===== src/rtl/msm_double_add_sequencer_pkg.sv =====
// elliptic_curve_structs: shared curve types for the MSM datapath.
//   P_WIDTH        field element width
//   SCALAR_WIDTH   scalar width
//   curve_point_t  affine point {x, y}
//   ec_op_t        operation selector for the shared EC point unit
//   msb_index()    priority encoder used by the zero-skip cursor (MSM_SKIP_ZERO_EN)
package elliptic_curve_structs;

    localparam int P_WIDTH      = 16;
    localparam int SCALAR_WIDTH = 8;
    localparam int SCALAR_IDX_W = (SCALAR_WIDTH > 1) ? $clog2(SCALAR_WIDTH) : 1;

    typedef struct packed {
        logic [P_WIDTH-1:0] x;
        logic [P_WIDTH-1:0] y;
    } curve_point_t;

    typedef enum logic {
        EC_OP_ADD = 1'b0,
        EC_OP_DBL = 1'b1
    } ec_op_t;

    function automatic logic [SCALAR_IDX_W-1:0] msb_index(input logic [SCALAR_WIDTH-1:0] v);
        logic [SCALAR_IDX_W-1:0] idx;
        idx = '0;
        for (int k = 0; k < SCALAR_WIDTH; k++) begin
            if (v[k]) begin
                idx = SCALAR_IDX_W'(k);
            end
        end
        return idx;
    endfunction

endpackage


===== src/rtl/msm_double_add_sequencer_cursor.sv =====
// msm_bit_cursor: pair index i and bit index b for the MSB-first scan.
// Ports:
//   clk, Reset        clock, synchronous active-high reset
//   x[length]         scalars (stable while the sequencer is busy)
//   load              i=0, b=MSB (start of a run)
//   step_bit          b--
//   next_pair         i++, b=MSB
//   jump_msb          b = highest set bit of x[i] at or below b (MSM_SKIP_ZERO_EN only)
//   pair_idx/bit_idx  current i / b
//   bit_val           x[i][b]
//   bit_last          b == 0
//   pair_last         i == length-1
//   rest_zero         no set bit of x[i] at or below b (always 0 without MSM_SKIP_ZERO_EN)
// Macro: MSM_SKIP_ZERO_EN enables the leading-zero skip.
module msm_bit_cursor
    import elliptic_curve_structs::*;
#(
    parameter int length = 10,
    localparam int IDX_W = (length > 1) ? $clog2(length) : 1
) (
    input  logic                    clk,
    input  logic                    Reset,
    input  logic [SCALAR_WIDTH-1:0] x [length],
    input  logic                    load,
    input  logic                    step_bit,
    input  logic                    next_pair,
    input  logic                    jump_msb,
    output logic [IDX_W-1:0]        pair_idx,
    output logic [SCALAR_IDX_W-1:0] bit_idx,
    output logic                    bit_val,
    output logic                    bit_last,
    output logic                    pair_last,
    output logic                    rest_zero
);

    localparam logic [SCALAR_IDX_W-1:0] BIT_MSB = SCALAR_IDX_W'(SCALAR_WIDTH - 1);

    logic [IDX_W-1:0]        pair_idx_q, pair_idx_d;
    logic [SCALAR_IDX_W-1:0] bit_idx_q, bit_idx_d;
    logic [SCALAR_WIDTH-1:0] x_cur;

    assign x_cur     = x[pair_idx_q];
    assign bit_val   = x_cur[bit_idx_q];
    assign bit_last  = (bit_idx_q == '0);
    assign pair_last = (pair_idx_q == IDX_W'(length - 1));
    assign pair_idx  = pair_idx_q;
    assign bit_idx   = bit_idx_q;

`ifdef MSM_SKIP_ZERO_EN
    logic [SCALAR_WIDTH-1:0] x_rest;
    // Only bits at or below the cursor are still to be visited; masking the
    // upper ones keeps a jump from ever moving b back up mid-scalar.
    assign x_rest    = x_cur & ((SCALAR_WIDTH'(2) << bit_idx_q) - SCALAR_WIDTH'(1));
    assign rest_zero = (x_rest == '0);
`else
    logic unused_jump_msb;
    assign unused_jump_msb = jump_msb;
    assign rest_zero       = 1'b0;
`endif

    always_comb begin
        pair_idx_d = pair_idx_q;
        bit_idx_d  = bit_idx_q;
        if (load) begin
            pair_idx_d = '0;
            bit_idx_d  = BIT_MSB;
        end else if (next_pair) begin
            pair_idx_d = pair_idx_q + IDX_W'(1);
            bit_idx_d  = BIT_MSB;
        end else if (step_bit) begin
            bit_idx_d = bit_idx_q - SCALAR_IDX_W'(1);
        end
`ifdef MSM_SKIP_ZERO_EN
        else if (jump_msb) begin
            bit_idx_d = msb_index(x_rest);
        end
`endif
    end

    always_ff @(posedge clk) begin
        if (Reset) begin
            pair_idx_q <= '0;
            bit_idx_q  <= BIT_MSB;
        end else begin
            pair_idx_q <= pair_idx_d;
            bit_idx_q  <= bit_idx_d;
        end
    end

endmodule


===== src/rtl/msm_double_add_sequencer.sv =====
// msm_double_add_sequencer: MSB-first double-and-add sequencer for
// R = sum x[i]*G[i], driving one shared EC point unit with a start/done
// handshake. The point at infinity is tracked with flags so the unit never
// receives an infinity operand. Each pair i is scanned into acc, then folded
// into the running sum S before the next pair starts.
// Ports:
//   clk, Reset              clock, synchronous active-high reset
//   start                   begin a run (accepted only in IDLE)
//   G[length], x[length]    base points / scalars, stable while busy
//   R, R_inf                result and its infinity flag, valid while Done
//   Done                    held from end of run until next accepted start
//   busy                    run in progress
//   op_start, op_sel        one-cycle launch pulse, ADD (P+Q) or DBL (2P)
//   op_P, op_Q              registered operands, stable until op_done
//   op_done, op_R, op_R_inf result handshake from the point unit
// Macro: MSM_SKIP_ZERO_EN skips leading zero bits (and all-zero scalars)
// while the accumulator is at infinity; op sequence and result unchanged.
//
// state    | meaning
// ---------+------------------------------------------------------------
// IDLE     | waiting for start; Done/R hold the last result
// BIT      | new bit: double acc unless it is infinity
// DBL_WAIT | waiting for the DBL result
// ADD      | add G[i] if x[i][b]=1 (plain copy when acc is infinity)
// ADD_WAIT | waiting for the ADD result
// NEXT     | step to the next lower bit, or finish the pair
// SUM      | fold acc into S (copy/skip when either is infinity)
// SUM_WAIT | waiting for the S+acc result
// FIN      | publish S as R, raise Done
module msm_double_add_sequencer
    import elliptic_curve_structs::*;
#(
    parameter int length = 10,
    localparam int IDX_W = (length > 1) ? $clog2(length) : 1
) (
    input  logic                    clk,
    input  logic                    Reset,
    input  logic                    start,
    input  curve_point_t            G [length],
    input  logic [SCALAR_WIDTH-1:0] x [length],
    output curve_point_t            R,
    output logic                    R_inf,
    output logic                    Done,
    output logic                    busy,
    output logic                    op_start,
    output ec_op_t                  op_sel,
    output curve_point_t            op_P,
    output curve_point_t            op_Q,
    input  logic                    op_done,
    input  curve_point_t            op_R,
    input  logic                    op_R_inf
);

    localparam logic [3:0] S_IDLE     = 4'd0;
    localparam logic [3:0] S_BIT      = 4'd1;
    localparam logic [3:0] S_DBL_WAIT = 4'd2;
    localparam logic [3:0] S_ADD      = 4'd3;
    localparam logic [3:0] S_ADD_WAIT = 4'd4;
    localparam logic [3:0] S_NEXT     = 4'd5;
    localparam logic [3:0] S_SUM      = 4'd6;
    localparam logic [3:0] S_SUM_WAIT = 4'd7;
    localparam logic [3:0] S_FIN      = 4'd8;

    logic [3:0]   state_q, state_d;
    curve_point_t acc_q, acc_d;
    logic         acc_inf_q, acc_inf_d;
    curve_point_t s_q, s_d;
    logic         s_inf_q, s_inf_d;
    curve_point_t r_q, r_d;
    logic         r_inf_q, r_inf_d;
    logic         done_q, done_d;
    logic         busy_q, busy_d;
    logic         op_start_q, op_start_d;
    ec_op_t       op_sel_q, op_sel_d;
    curve_point_t op_p_q, op_p_d;
    curve_point_t op_q_q, op_q_d;

    logic                    load, step_bit, next_pair, jump_msb, pair_done;
    logic [IDX_W-1:0]        pair_idx;
    logic [SCALAR_IDX_W-1:0] bit_idx;
    logic                    bit_val, bit_last, pair_last, rest_zero;

    msm_bit_cursor #(
        .length (length)
    ) u_cursor (
        .clk       (clk),
        .Reset     (Reset),
        .x         (x),
        .load      (load),
        .step_bit  (step_bit),
        .next_pair (next_pair),
        .jump_msb  (jump_msb),
        .pair_idx  (pair_idx),
        .bit_idx   (bit_idx),
        .bit_val   (bit_val),
        .bit_last  (bit_last),
        .pair_last (pair_last),
        .rest_zero (rest_zero)
    );

`ifndef MSM_SKIP_ZERO_EN
    logic                    unused_rest_zero;
    logic [SCALAR_IDX_W-1:0] unused_bit_idx;
    assign unused_rest_zero = rest_zero;
    assign unused_bit_idx   = bit_idx;
`else
    logic [SCALAR_IDX_W-1:0] unused_bit_idx;
    assign unused_bit_idx = bit_idx;
`endif

    always_comb begin
        state_d    = state_q;
        acc_d      = acc_q;
        acc_inf_d  = acc_inf_q;
        s_d        = s_q;
        s_inf_d    = s_inf_q;
        r_d        = r_q;
        r_inf_d    = r_inf_q;
        done_d     = done_q;
        busy_d     = busy_q;
        op_start_d = 1'b0;
        op_sel_d   = op_sel_q;
        op_p_d     = op_p_q;
        op_q_d     = op_q_q;
        load       = 1'b0;
        step_bit   = 1'b0;
        next_pair  = 1'b0;
        jump_msb   = 1'b0;
        pair_done  = 1'b0;

        case (state_q)
            S_IDLE: begin
                if (start) begin
                    acc_inf_d = 1'b1;
                    s_inf_d   = 1'b1;
                    load      = 1'b1;
                    done_d    = 1'b0;
                    busy_d    = 1'b1;
                    state_d   = S_BIT;
                end
            end
            S_BIT: begin
                if (acc_inf_q) begin
`ifdef MSM_SKIP_ZERO_EN
                    if (rest_zero) begin
                        pair_done = 1'b1;
                    end else begin
                        jump_msb = 1'b1;
                        state_d  = S_ADD;
                    end
`else
                    state_d = S_ADD;
`endif
                end else begin
                    op_start_d = 1'b1;
                    op_sel_d   = EC_OP_DBL;
                    op_p_d     = acc_q;
                    state_d    = S_DBL_WAIT;
                end
            end
            S_DBL_WAIT: begin
                if (op_done) begin
                    acc_d     = op_R;
                    acc_inf_d = op_R_inf;
                    state_d   = S_ADD;
                end
            end
            S_ADD: begin
                if (!bit_val) begin
                    state_d = S_NEXT;
                end else if (acc_inf_q) begin
                    acc_d     = G[pair_idx];
                    acc_inf_d = 1'b0;
                    state_d   = S_NEXT;
                end else begin
                    op_start_d = 1'b1;
                    op_sel_d   = EC_OP_ADD;
                    op_p_d     = acc_q;
                    op_q_d     = G[pair_idx];
                    state_d    = S_ADD_WAIT;
                end
            end
            S_ADD_WAIT: begin
                if (op_done) begin
                    acc_d     = op_R;
                    acc_inf_d = op_R_inf;
                    state_d   = S_NEXT;
                end
            end
            S_NEXT: begin
                if (!bit_last) begin
                    step_bit = 1'b1;
                    state_d  = S_BIT;
                end else begin
                    state_d = S_SUM;
                end
            end
            S_SUM: begin
                if (acc_inf_q) begin
                    pair_done = 1'b1;
                end else if (s_inf_q) begin
                    s_d       = acc_q;
                    s_inf_d   = 1'b0;
                    pair_done = 1'b1;
                end else begin
                    op_start_d = 1'b1;
                    op_sel_d   = EC_OP_ADD;
                    op_p_d     = s_q;
                    op_q_d     = acc_q;
                    state_d    = S_SUM_WAIT;
                end
            end
            S_SUM_WAIT: begin
                if (op_done) begin
                    s_d       = op_R;
                    s_inf_d   = op_R_inf;
                    pair_done = 1'b1;
                end
            end
            S_FIN: begin
                r_d     = s_q;
                r_inf_d = s_inf_q;
                done_d  = 1'b1;
                busy_d  = 1'b0;
                state_d = S_IDLE;
            end
            default: begin
                state_d = S_IDLE;
            end
        endcase

        // A finished pair starts the next one with a fresh (infinite) acc.
        if (pair_done) begin
            if (pair_last) begin
                state_d = S_FIN;
            end else begin
                next_pair = 1'b1;
                acc_inf_d = 1'b1;
                state_d   = S_BIT;
            end
        end
    end

    always_ff @(posedge clk) begin
        if (Reset) begin
            state_q    <= S_IDLE;
            acc_q      <= '0;
            acc_inf_q  <= 1'b1;
            s_q        <= '0;
            s_inf_q    <= 1'b1;
            r_q        <= '0;
            r_inf_q    <= 1'b1;
            done_q     <= 1'b0;
            busy_q     <= 1'b0;
            op_start_q <= 1'b0;
            op_sel_q   <= EC_OP_DBL;
            op_p_q     <= '0;
            op_q_q     <= '0;
        end else begin
            state_q    <= state_d;
            acc_q      <= acc_d;
            acc_inf_q  <= acc_inf_d;
            s_q        <= s_d;
            s_inf_q    <= s_inf_d;
            r_q        <= r_d;
            r_inf_q    <= r_inf_d;
            done_q     <= done_d;
            busy_q     <= busy_d;
            op_start_q <= op_start_d;
            op_sel_q   <= op_sel_d;
            op_p_q     <= op_p_d;
            op_q_q     <= op_q_d;
        end
    end

    assign R        = r_q;
    assign R_inf    = r_inf_q;
    assign Done     = done_q;
    assign busy     = busy_q;
    assign op_start = op_start_q;
    assign op_sel   = op_sel_q;
    assign op_P     = op_p_q;
    assign op_Q     = op_q_q;

endmodule


===== config.mk =====
export PLATFORM = sky130hd
export DESIGN_NAME = msm_double_add_sequencer
export DESIGN_NICKNAME = d
export VERILOG_FILES = /design/src/rtl/msm_double_add_sequencer_pkg.sv /design/src/rtl/msm_double_add_sequencer_cursor.sv /design/src/rtl/msm_double_add_sequencer.sv
export SDC_FILE = /design/constraint.sdc
export NUM_CORES = 1
export LEC_CHECK = 0
export CORE_AREA = 2 2 208 210
export DETAILED_ROUTE_END_ITERATION = 7
export DIE_AREA = 0 0 210 212
export HOLD_SLACK_MARGIN = 0.15
export PLACE_DENSITY_LB_ADDON = 0.05
export SYNTH_ARGS = -nofsm -noshare
export SYNTH_HDL_FRONTEND = slang
export SYNTH_HIERARCHICAL = 1
export SYNTH_SLANG_ARGS = --single-unit

===== constraint.sdc =====
create_clock -name clk -period 3.7 [get_ports clk]
set_input_delay 0.925 -clock clk [delete_from_list [all_inputs] [get_ports clk]]
set_output_delay 0.925 -clock clk [all_outputs]
set_load 0.005 [all_outputs]

==> results.json <==
{
  "status": "complete, no violations",
  "critPathMostFrequentCell": "mux2i_1",
  "cp_slowest_stage_delay_ns": 0.56,
  "hold_viol_final": 0,
  "drc": 0,
  "slowest_stage": "clkdlybuf4s50_1",
  "worstSetupPathDepth": 15,
  "gp_congestion": 0.915,
  "place_hpwl_um": 44100,
  "final_nets": 2235,
  "r2r_end": "acc_q[3]",
  "port_buffers": 537,
  "min_path_cells": 2,
  "cts_resized": 0,
  "dieArea_mm2": 0.0445,
  "met2_length_um": 24800,
  "path_class": "input pin to flop",
  "antenna_found_initial": 19,
  "drive_gt1_share_pct": 11.2,
  "power.density_mw_per_mm2": 282,
  "cts_num_sinks": 178,
  "drtIter0Drc": 549,
  "grt_use_total_pct": 23.6,
  "grt_setup_unrepaired": "false",
  "max_cap_viol_count": 0,
  "hold_end": "R[13]",
  "netlist_area_mm2": 0.0116,
  "clock-root-buffer": "clkbuf_16",
  "wl_um": 54900,
  "grt_max_degree": 70,
  "vias": 11900,
  "rows": 76,
  "syn_area_per_cell_um2": 8.83,
  "area_growth_pct": 57.0,
  "ir_worst_vdd_mv": 0.265,
  "startpoint_type": "input pin",
  "path_buf_inv": 4,
  "p_leak_nw": 5.49,
  "crit_chain": "clkdlybuf4s50_1 > mux2i_1 > a22oi_1 > nand3_1 > a221oi_1 > nor3_1 > nor2_1 > buf_4 > nand2_1 > or3_1 > a21oi_4 > buf_12 > clkbuf_16 > mux2i_1 > a311oi_1",
  "slew_headroom_pct": 25.3,
  "worst_path_dominant_cell_family": "buffers and inverters",
  "layout_min_cycle_time_ns": 3.51,
  "path_max_fanout": 22,
  "wl_met3_um": 2970,
  "multi_input_area_mm2": 0.00740,
  "cts_tree": "done",
  "m1WireLength_um": 25600,
  "top_layer": "met5",
  "clock.fmax_mhz": 285,
  "setup_viol": 0,
  "fillCellCount": 4259,
  "overflow": 0,
  "cts_buffers": 17,
  "fp.dieW_um": 210,
  "worstSkewPairLatency_ns": 0.44,
  "r2r_setup_slack_ns": 0.24,
  "htree_levels": 4,
  "fin_skew_ns": 0.0122,
  "grt_pass1_wl_um": 77600,
  "grt_pass1_vias": 11500,
  "yosys_warnings": 6,
  "core_mm2": 0.0425,
  "final_max_slew_viol_count": 0,
  "clk_pin_slew_ns": 0.07,
  "final_util_pct": 42.8,
  "holdCritPathClass": "flop to flop",
  "die_y_um": 212,
  "power_mw": 5.13,
  "period_share_pct": 94.8,
  "ff_latch_area_mm2": 0.00357,
  "ant_nets": 0,
  "netlist_instances": 1311,
  "cp.required_ns": 4.04,
  "holdBufCountCts": 0,
  "tightest_slew_ns": 1.12,
  "cp-end-kind": "flop",
  "start_util_pct": 27.2,
  "r2r_start": "u_cursor/pair_idx[1]",
  "r2r_cells": 14,
  "syn-num-nets": 1752,
  "post_drt_wl_per_cell_um": 23.2,
  "hp-start": "R[13]",
  "cp.arrival_ns": 3.85,
  "io_pins": 538,
  "cts_buffer_depth": 2,
  "first_pass_iters": 5,
  "via_per_inst": 5.02
}
==> worst min-delay path, stage by stage, from the launching register on <==
cell and delay, ns:
dfxtp_1 0.31, nand2_1 0.05, a21oi_1 0.05
==> area by class of cell <==
class / count / share of cell area [%]
tap: 546 / 3.76
sequential: 178 / 19.7
inverter: 8 / 0.165
timing repair buffer: 588 / 32.3
multi-input combinational: 1001 / 40.7
antenna: 17 / 0.234
clock inverter: 14 / 0.743
clock buffer: 18 / 2.42
==> flip-flops by register name, indices dropped and copies added, names as in the netlist <==
name               count
op_P                  32
state_q                4
u_cursor/bit_idx       3
acc_inf_q              1
op_start               1
s_q                   32
acc_q                 32
op_Q                  32
u_cursor/pair_idx      4
busy                   1
s_inf_q                1
Done                   1
op_sel                 1
R_inf                  1
R                     32
==> where the power goes <==
| part | internal (mW) | leakage [nW] | switching (mW) |
|---|---|---|---|
| Clock | 0.915 | 0.278 | 0.897 |
| Sequential | 1.98 | 1.44 | 0.112 |
| Combinational | 0.747 | 3.77 | 0.474 |
| Total | 3.65 | 5.49 | 1.48 |
==> layout by cell type (no fill, tap or decap), types with 56 or more instances in the layout <==
master,count
mux2i_1,192
mux2_2,74
nor2_1,205
a211oi_1,65
nand2b_1,71
a311oi_1,65
dfxtp_1,174
a21oi_1,56
nand2_1,86
clkdlybuf4s50_1,536
==> how the worst max path moves through the flow <==
stage	slack (ns)	end	startpoint
final	0.19	acc_q[3]	x[35]
after global routing	0.03	acc_q[15]	x[30]
after CTS	0.21	acc_q[15]	x[30]
after detailed placement	-0.26	acc_q[15]	x[30]
after global placement	-0.17	acc_q[24]	x[30]
after floorplan	0.78	acc_q[8]	x[50]
==> through the flow <==
step / hold WS (ns) / instance area, um^2 / setup TNS (ns) / cells / setup WS (ns)
after CTS: 0.460 / 18100 / 0 / 2351 / 0.209
after floorplan: 0.445 / 11600 / 0 / 1311 / 0.777
final: 0.456 / 18200 / 0 / 2370 / 0.192
after global placement: 0.444 / 17500 / -4.43 / 2319 / -0.167
after global routing: 0.470 / 18200 / 0 / 2368 / 0.0284
after detailed placement: 0.450 / 17500 / -6.93 / 2319 / -0.262
==> routing by layer <==
metal	track usage, %	up-vias
met5	0	-
met4	8.83	6
met3	4.77	62
met2	35.8	392
met1	33.1	5643
li1	-	5801
==> repair_timing <==
action / in CTS / in global routing
endpoints found under the setup margin: 0 / 1
hold endpoints to repair: 0 / 0
buffers inserted: 0 / 1
No activity file was read; power rests on OpenSTA's default activity.
